## config.mk

```make
export PLATFORM = sky130hd
export DESIGN_NAME = square_motion_ctrl
export DESIGN_NICKNAME = d
export VERILOG_FILES = /design/src/rtl/square_motion_ctrl.sv
export SDC_FILE = /design/constraint.sdc
export NUM_CORES = 1
export LEC_CHECK = 0
export ABC_AREA = 0
export BUFFER_PORTS_ARGS = -buffer_cell sky130_fd_sc_hd__buf_4
export CORE_MARGIN = 3
export CORE_UTILIZATION = 45
export DETAILED_ROUTE_END_ITERATION = 8
export PLACE_DENSITY = 0.67
export SLEW_MARGIN = 20
export SYNTH_ARGS = -nofsm -noshare
export SYNTH_HDL_FRONTEND = slang
export SYNTH_SLANG_ARGS = --single-unit
```

## constraint.sdc

```tcl
create_clock -name clk -period 3.3 [get_ports clk]
set_input_delay 0.33 -clock clk [delete_from_list [all_inputs] [get_ports clk]]
set_output_delay 0.33 -clock clk [all_outputs]
set_load 0.02 [all_outputs]
```

## src/rtl/square_motion_ctrl.sv

```systemverilog
// Frame-synchronous sprite position controller: steps x/y once per vsync rising edge and bounces at screen edges.
// x settles 2 cycles and y 3 cycles after the tick; no backpressure, a load pulse overrides any state.
module square_motion_ctrl #(
  parameter int SCREEN_W = 1024,
  parameter int SCREEN_H = 768,
  parameter int WIDTH    = 64,
  parameter int HEIGHT   = 64,
  parameter int X0       = 0,
  parameter int Y0       = 0
) (
  input  logic        clk,
  input  logic        reset_n,
  input  logic        vsync,
  input  logic        run,
  input  logic        load,
  input  logic [10:0] load_x,
  input  logic [9:0]  load_y,
  input  logic [3:0]  dx,
  input  logic [3:0]  dy,
  output logic [10:0] x,
  output logic [9:0]  y,
  output logic        dir_x,
  output logic        dir_y,
  output logic        bounce,
  output logic        busy
);

  typedef enum logic [1:0] {
    IDLE   = 2'd0,
    WAIT   = 2'd1,
    MOVE_X = 2'd2,
    MOVE_Y = 2'd3
  } state_t;

  localparam logic [11:0] XMAX = 12'(SCREEN_W - WIDTH);
  localparam logic [11:0] YMAX = 12'(SCREEN_H - HEIGHT);

  state_t state;
  state_t state_nxt;
  logic   vsync_d;
  logic   tick;

  logic [11:0] x_sum;
  logic [10:0] x_dec;
  logic [10:0] x_step;
  logic        dir_x_step;
  logic        x_flip;

  logic [11:0] y_sum;
  logic [9:0]  y_dec;
  logic [9:0]  y_step;
  logic        dir_y_step;
  logic        y_flip;

  logic [10:0] load_x_clamped;
  logic [9:0]  load_y_clamped;

  assign tick = vsync & ~vsync_d;

  // State register
  always_ff @(posedge clk or negedge reset_n) begin
    if (!reset_n) begin
      state <= IDLE;
    end else begin
      state <= state_nxt;
    end
  end

  // Next-state logic; a load aborts whatever frame is in flight
  always_comb begin
    state_nxt = state;
    if (load) begin
      state_nxt = run ? WAIT : IDLE;
    end else begin
      case (state)
        IDLE: begin
          if (run) state_nxt = WAIT;
        end
        WAIT: begin
          if (!run)      state_nxt = IDLE;
          else if (tick) state_nxt = MOVE_X;
        end
        MOVE_X: begin
          state_nxt = MOVE_Y;
        end
        MOVE_Y: begin
          state_nxt = run ? WAIT : IDLE;
        end
        default: begin
          state_nxt = IDLE;
        end
      endcase
    end
  end

  // Output logic
  always_comb begin
    busy = 1'b0;
    if (state == MOVE_X || state == MOVE_Y) busy = 1'b1;
  end

  // X step: 12-bit sum so the right-edge test cannot wrap
  assign x_sum = {1'b0, x} + {8'b0, dx};
  assign x_dec = x - {7'b0, dx};

  always_comb begin
    x_step     = x;
    dir_x_step = dir_x;
    x_flip     = 1'b0;
    if (dx != 4'd0) begin
      if (dir_x) begin
        if (x_sum >= XMAX) begin
          x_step     = XMAX[10:0];
          dir_x_step = 1'b0;
          x_flip     = 1'b1;
        end else begin
          x_step = x_sum[10:0];
        end
      end else begin
        if ({1'b0, x} <= {8'b0, dx}) begin
          x_step     = 11'd0;
          dir_x_step = 1'b1;
          x_flip     = 1'b1;
        end else begin
          x_step = x_dec;
        end
      end
    end
  end

  assign y_sum = {2'b0, y} + {8'b0, dy};
  assign y_dec = y - {6'b0, dy};

  always_comb begin
    y_step     = y;
    dir_y_step = dir_y;
    y_flip     = 1'b0;
    if (dy != 4'd0) begin
      if (dir_y) begin
        if (y_sum >= YMAX) begin
          y_step     = YMAX[9:0];
          dir_y_step = 1'b0;
          y_flip     = 1'b1;
        end else begin
          y_step = y_sum[9:0];
        end
      end else begin
        if ({2'b0, y} <= {8'b0, dy}) begin
          y_step     = 10'd0;
          dir_y_step = 1'b1;
          y_flip     = 1'b1;
        end else begin
          y_step = y_dec;
        end
      end
    end
  end

  // Loaded positions saturate at the edge limits rather than wrapping
  assign load_x_clamped = ({1'b0, load_x} > XMAX) ? XMAX[10:0] : load_x;
  assign load_y_clamped = ({2'b0, load_y} > YMAX) ? YMAX[9:0]  : load_y;

  always_ff @(posedge clk or negedge reset_n) begin
    if (!reset_n) begin
      vsync_d <= 1'b0;
      x       <= 11'(X0);
      y       <= 10'(Y0);
      dir_x   <= 1'b1;
      dir_y   <= 1'b1;
      bounce  <= 1'b0;
    end else begin
      vsync_d <= vsync;
      bounce  <= 1'b0;
      if (load) begin
        x     <= load_x_clamped;
        y     <= load_y_clamped;
        dir_x <= 1'b1;
        dir_y <= 1'b1;
      end else if (state == MOVE_X) begin
        x      <= x_step;
        dir_x  <= dir_x_step;
        bounce <= x_flip;
      end else if (state == MOVE_Y) begin
        y      <= y_step;
        dir_y  <= dir_y_step;
        bounce <= y_flip;
      end
    end
  end

endmodule
```

==> report_table.html <==
<table>
<tr><th>Metric</th><th>Value</th></tr>
<tr><th colspan="2">Outcome</th></tr>
<tr><td>Outcome</td><td>finished, final reports clean</td></tr>
<tr><th colspan="2">Logic synthesis</th></tr>
<tr><td>YS warnings</td><td>0</td></tr>
<tr><td>Sequential share of the synthesized area</td><td>23.3%</td></tr>
<tr><td>Top flip-flop cell by instance count after synthesis</td><td>sky130_fd_sc_hd__dfrtp_1</td></tr>
<tr><td>Register bit total from synthesis</td><td>27</td></tr>
<tr><td>Number of flops mapped to enable cells by yosys</td><td>0</td></tr>
<tr><td>Netlist cell types</td><td>80</td></tr>
<tr><td>Post-Synthesis Cell Area</td><td>2910 sq um</td></tr>
<tr><td>Avg Inst Size Synth</td><td>7.84 sq um</td></tr>
<tr><td>Synthesized Nets</td><td>~430</td></tr>
<tr><td>Post-synthesis async set-or-reset flop share</td><td>100%</td></tr>
<tr><td>Synthesized netlist cell count</td><td>371</td></tr>
<tr><th colspan="2">Routing</th></tr>
<tr><td>Drt initial violations</td><td>288</td></tr>
<tr><td>Drt pass-1 iters</td><td>5</td></tr>
<tr><td>ANT nets after route</td><td>0</td></tr>
<tr><td>Drt drc</td><td>0</td></tr>
<tr><td>Total length of routed wires</td><td>8.44 mm</td></tr>
<tr><td>Count of vias placed by the detailed router</td><td>3022</td></tr>
<tr><td>Detail-routed net length per standard cell</td><td>approximately 17 um</td></tr>
<tr><td>Average via count per standard cell</td><td>6.21</td></tr>
<tr><th colspan="2">Pwr</th></tr>
<tr><td>Clk pwr share</td><td>around 17%</td></tr>
<tr><td>Reported leakage power</td><td>0.00144 uW</td></tr>
<tr><td>Net load switching power</td><td>about 440 uW</td></tr>
<tr><td>Peak ir drop on the vdd network</td><td>223 uV</td></tr>
<tr><td>Combinational power share</td><td>43.7%</td></tr>
<tr><td>P_int</td><td>645 uW</td></tr>
<tr><td>Relative contribution of sequential cells to total power</td><td>39.1%</td></tr>
<tr><td>Power density normalized to cell area</td><td>321 nW/um^2</td></tr>
<tr><td>Fraction of power spent switching nets</td><td>between 40% and 50%</td></tr>
<tr><th colspan="2">Floorplan</th></tr>
<tr><td>Die outline area</td><td>7460 sq um</td></tr>
<tr><td>Die width</td><td>roughly 86 um</td></tr>
<tr><td>Floorplan core area</td><td>between 6000 and 7000 sq um</td></tr>
<tr><td>Die extent in y</td><td>roughly 86 um</td></tr>
<tr><td>Number of primary I/O pins</td><td>59</td></tr>
<tr><td>Initial Utilization</td><td>47.7%</td></tr>
<tr><td>Row count</td><td>28</td></tr>
<tr><th colspan="2">Global route</th></tr>
<tr><td>Wire length of the first global-routing pass</td><td>13.7 mm</td></tr>
<tr><td>Routing layer with the top usage in global route</td><td>met1</td></tr>
<tr><td>Met1 track demand over resource in global routing</td><td>36.2%</td></tr>
<tr><td>Met2 track demand over resource</td><td>between 30% and 40%</td></tr>
<tr><td>Residual overflow from global routing</td><td>0</td></tr>
<tr><td>Number of antenna violations at the first check in global routing</td><td>0</td></tr>
<tr><td>Met3 demand-to-capacity share in global routing</td><td>3.99%</td></tr>
<tr><td>Total track usage</td><td>a little under a quarter</td></tr>
<tr><td>Maximum number of pins on one net before global-route repair</td><td>37</td></tr>
<tr><td>Number of global-route vias before repair</td><td>2639</td></tr>
<tr><th colspan="2">Clock tree</th></tr>
<tr><td>Clock tree from TritonCTS</td><td>built</td></tr>
<tr><td>CTS Buf Count</td><td>3</td></tr>
<tr><td>Clock root buffer</td><td>sky130_fd_sc_hd__clkbuf_8</td></tr>
<tr><td>CTS Buffer Depth</td><td>2</td></tr>
<tr><td>Post-CTS repair timing setup buffer count</td><td>0</td></tr>
<tr><td>Clk_lat worst skew</td><td>0.27 ns</td></tr>
<tr><td>Clk sinks</td><td>27</td></tr>
<tr><td>H-tree depth</td><td>1</td></tr>
<tr><td>Reg clk slew, reported paths</td><td>about 0.090 ns</td></tr>
<tr><th colspan="2">Layout</th></tr>
<tr><td>Number of antenna repair diodes</td><td>0</td></tr>
<tr><td>P&amp;R area growth vs syn</td><td>16.4%</td></tr>
<tr><td>Commonest non-fill, non-tap cells in the layout</td><td>59 x sky130_fd_sc_hd__buf_4, 35 x sky130_fd_sc_hd__nand2_1, 32 x sky130_fd_sc_hd__nor2_1</td></tr>
<tr><td>Layout Nets</td><td>approximately 470</td></tr>
<tr><td>Most frequent standard cell in the layout excluding fill and tap cells</td><td>sky130_fd_sc_hd__buf_4</td></tr>
<tr><td>Layout cells sized above 1</td><td>22.1%</td></tr>
<tr><th colspan="2">Critical path</th></tr>
<tr><td>Number of buffer and inverter instances along the worst setup path</td><td>1</td></tr>
<tr><td>Crit path max fanout</td><td>6</td></tr>
<tr><td>R2R setup slack</td><td>0.26 ns</td></tr>
<tr><td>CP peak stage delay</td><td>between 0.4 and 0.5 ns</td></tr>
<tr><td>Data required, critical path</td><td>3.52 ns</td></tr>
<tr><td>Family with the most delay on the worst path</td><td>simple AND/OR/NAND/NOR gates</td></tr>
<tr><td>Type of element launching the critical path</td><td>register</td></tr>
<tr><td>Data arrival time at the worst-slack endpoint</td><td>around 3.3 ns</td></tr>
<tr><td>Worst setup EP type</td><td>register</td></tr>
<tr><td>CP max stage cell</td><td>sky130_fd_sc_hd__dfrtp_1</td></tr>
<tr><td>Worst setup path class</td><td>register to register</td></tr>
<tr><td>Ordered list of cells on the worst path</td><td>ha_1 -&gt; inv_1 -&gt; fa_1 -&gt; or2_4 -&gt; a22o_4 -&gt; nor3_2 -&gt; mux2_4 -&gt; or3_4 -&gt; a2111oi_2 -&gt; a221o_1</td></tr>
<tr><th colspan="2">Timing</th></tr>
<tr><td>Hold Violations, Final</td><td>0</td></tr>
<tr><td>Count of final setup violators</td><td>0</td></tr>
<tr><td>Fmax</td><td>329 MHz</td></tr>
<tr><td>Worst slew margin relative to its limit</td><td>56.2%</td></tr>
<tr><td>Worst hold slack across all endpoints</td><td>0.164 ns</td></tr>
<tr><td>Unrepaired setup endpoints after global routing</td><td>false</td></tr>
<tr><td>Min Tclk post-route</td><td>3.04 ns</td></tr>
<tr><td>Final worst slack</td><td>~0.26 ns</td></tr>
<tr><td>Slew at the pin closest to its max-slew limit</td><td>around 0.65 ns</td></tr>
<tr><td>Final period util</td><td>92.1%</td></tr>
<tr><td>Final max-slew violation count</td><td>0</td></tr>
<tr><td>Post-Route Skew</td><td>0.00827 ns</td></tr>
<tr><td>Final sum of negative setup slack</td><td>0 ns</td></tr>
<tr><th colspan="2">Placed design</th></tr>
<tr><td>Port bufs</td><td>58</td></tr>
<tr><td>Final RePlAce weighted congestion</td><td>between 0.9 and 1</td></tr>
<tr><td>Half-perimeter wire length after detailed placement</td><td>6.60 mm</td></tr>
<tr><td>Pre-CTS setup slack</td><td>0.262 ns</td></tr>
<tr><th colspan="2">Flow run</th></tr>
<tr><td>Number of maximum-capacitance violations</td><td>0</td></tr>
<tr><th colspan="2">Hold path</th></tr>
<tr><td>Worst min path class</td><td>primary input to register</td></tr>
</table>
-- per-layer routing --
metal / part of all wire (%) / vias up
li1: - / 1458
met1: 48 / 1421
met2: 42 / 139
met3: 8.7 / 4
met4: 0.59 / 0
met5: 0 / -
-- power groups by stage --
stage	sequential, uW	combinational, uW	clock (uW)
after floorplan	423	313	0
after global placement	427	466	0
after detailed placement	428	466	0
after CTS	421	470	194
after global routing	432	522	206
final	424	475	187
-- registers in the layout, summed over array words and instances (netlist names) --
| register | count |
|---|---|
| bounce | 1 |
| x | 11 |
| state | 2 |
| y | 10 |
| dir_y | 1 |
| dir_x | 1 |
| vsync_d | 1 |
-- cell usage after synthesis, drive strengths merged, types with 3 or more instances --
master	n	area (sq um)
o22ai	3	18.8
nand4	5	31.3
o31ai	5	37.5
clkbuf	13	51.3
inv	25	93.8
o211ai	7	57.6
nor3	9	50.1
o21ai	28	140
nand2	35	131
dfrtp	25	626
ha	16	200
nor4	7	43.8
a31oi	9	56.3
o2111ai	4	35.0
and3	5	36.3
xor2	5	43.8
or2	4	27.5
nor2	35	139
a21oi	25	136
fa	4	80.1
xnor2	8	70.1
buf	10	66.3
and2	3	18.8
mux2	4	48.8
a21o	3	22.5
nor2b	8	50.1
nand3	11	55.1
or3	4	30.0
a221o	3	30.0
a32oi	3	26.3
-- worst paths after layout --
kind	endpoint	startpoint	cells after the start
setup / recovery	x[0]	x[0]	10
setup reg to reg	x[0]	x[0]	10
max in group asynchronous	dir_x	reset_n	2
hold reg to reg	state[1]	vsync_d	2
min in group asynchronous	y[7]	reset_n	2
hold / removal	vsync_d	vsync	1
-- timing repair --
action	4_1_cts	5_1_grt
resized for setup	0	0
hold endpoints to repair	25	0
hold buffers	1	0
-- layout make-up --
| cell class | instances | area, sq um |
|---|---|---|
| multi-input cells | 296 | 2020 |
| clock buffers | 3 | 41.3 |
| clock inverters | 1 | 5.00 |
| well taps | 75 | 93.8 |
| fillers | 586 | 2710 |
| repair buffers | 60 | 453 |
| inverters | 25 | 93.8 |
| flip-flops and latches | 27 | 678 |
-- cells by family after synthesis --
group                      count (synthesis)  share of synthesized area [%]
adders and majority gates                 20                           9.64
DFF                                       27                           23.3
muxes                                      5                           2.02
and+or+nand+nor                          138                           24.6
AOI/OAI and AO/OA                        120                           29.3
buffers and inverters                     48                           7.27
xor gates and xnor gates                  13                           3.92
-- stage by stage --
step | instances | util (%) | power [uW] | cell area (sq um)
6_report | 487 | 55.5 | 1090 | 3380
5_1_grt | 487 | 55.5 | 1160 | 3380
4_1_cts | 487 | 55.5 | 1090 | 3380
3_5_place_dp | 482 | 54.6 | 894 | 3330
3_3_place_gp | 482 | 54.6 | 893 | 3330
2_1_floorplan | 371 | - | 736 | 2910
No activity file was read; power rests on OpenSTA's default activity.
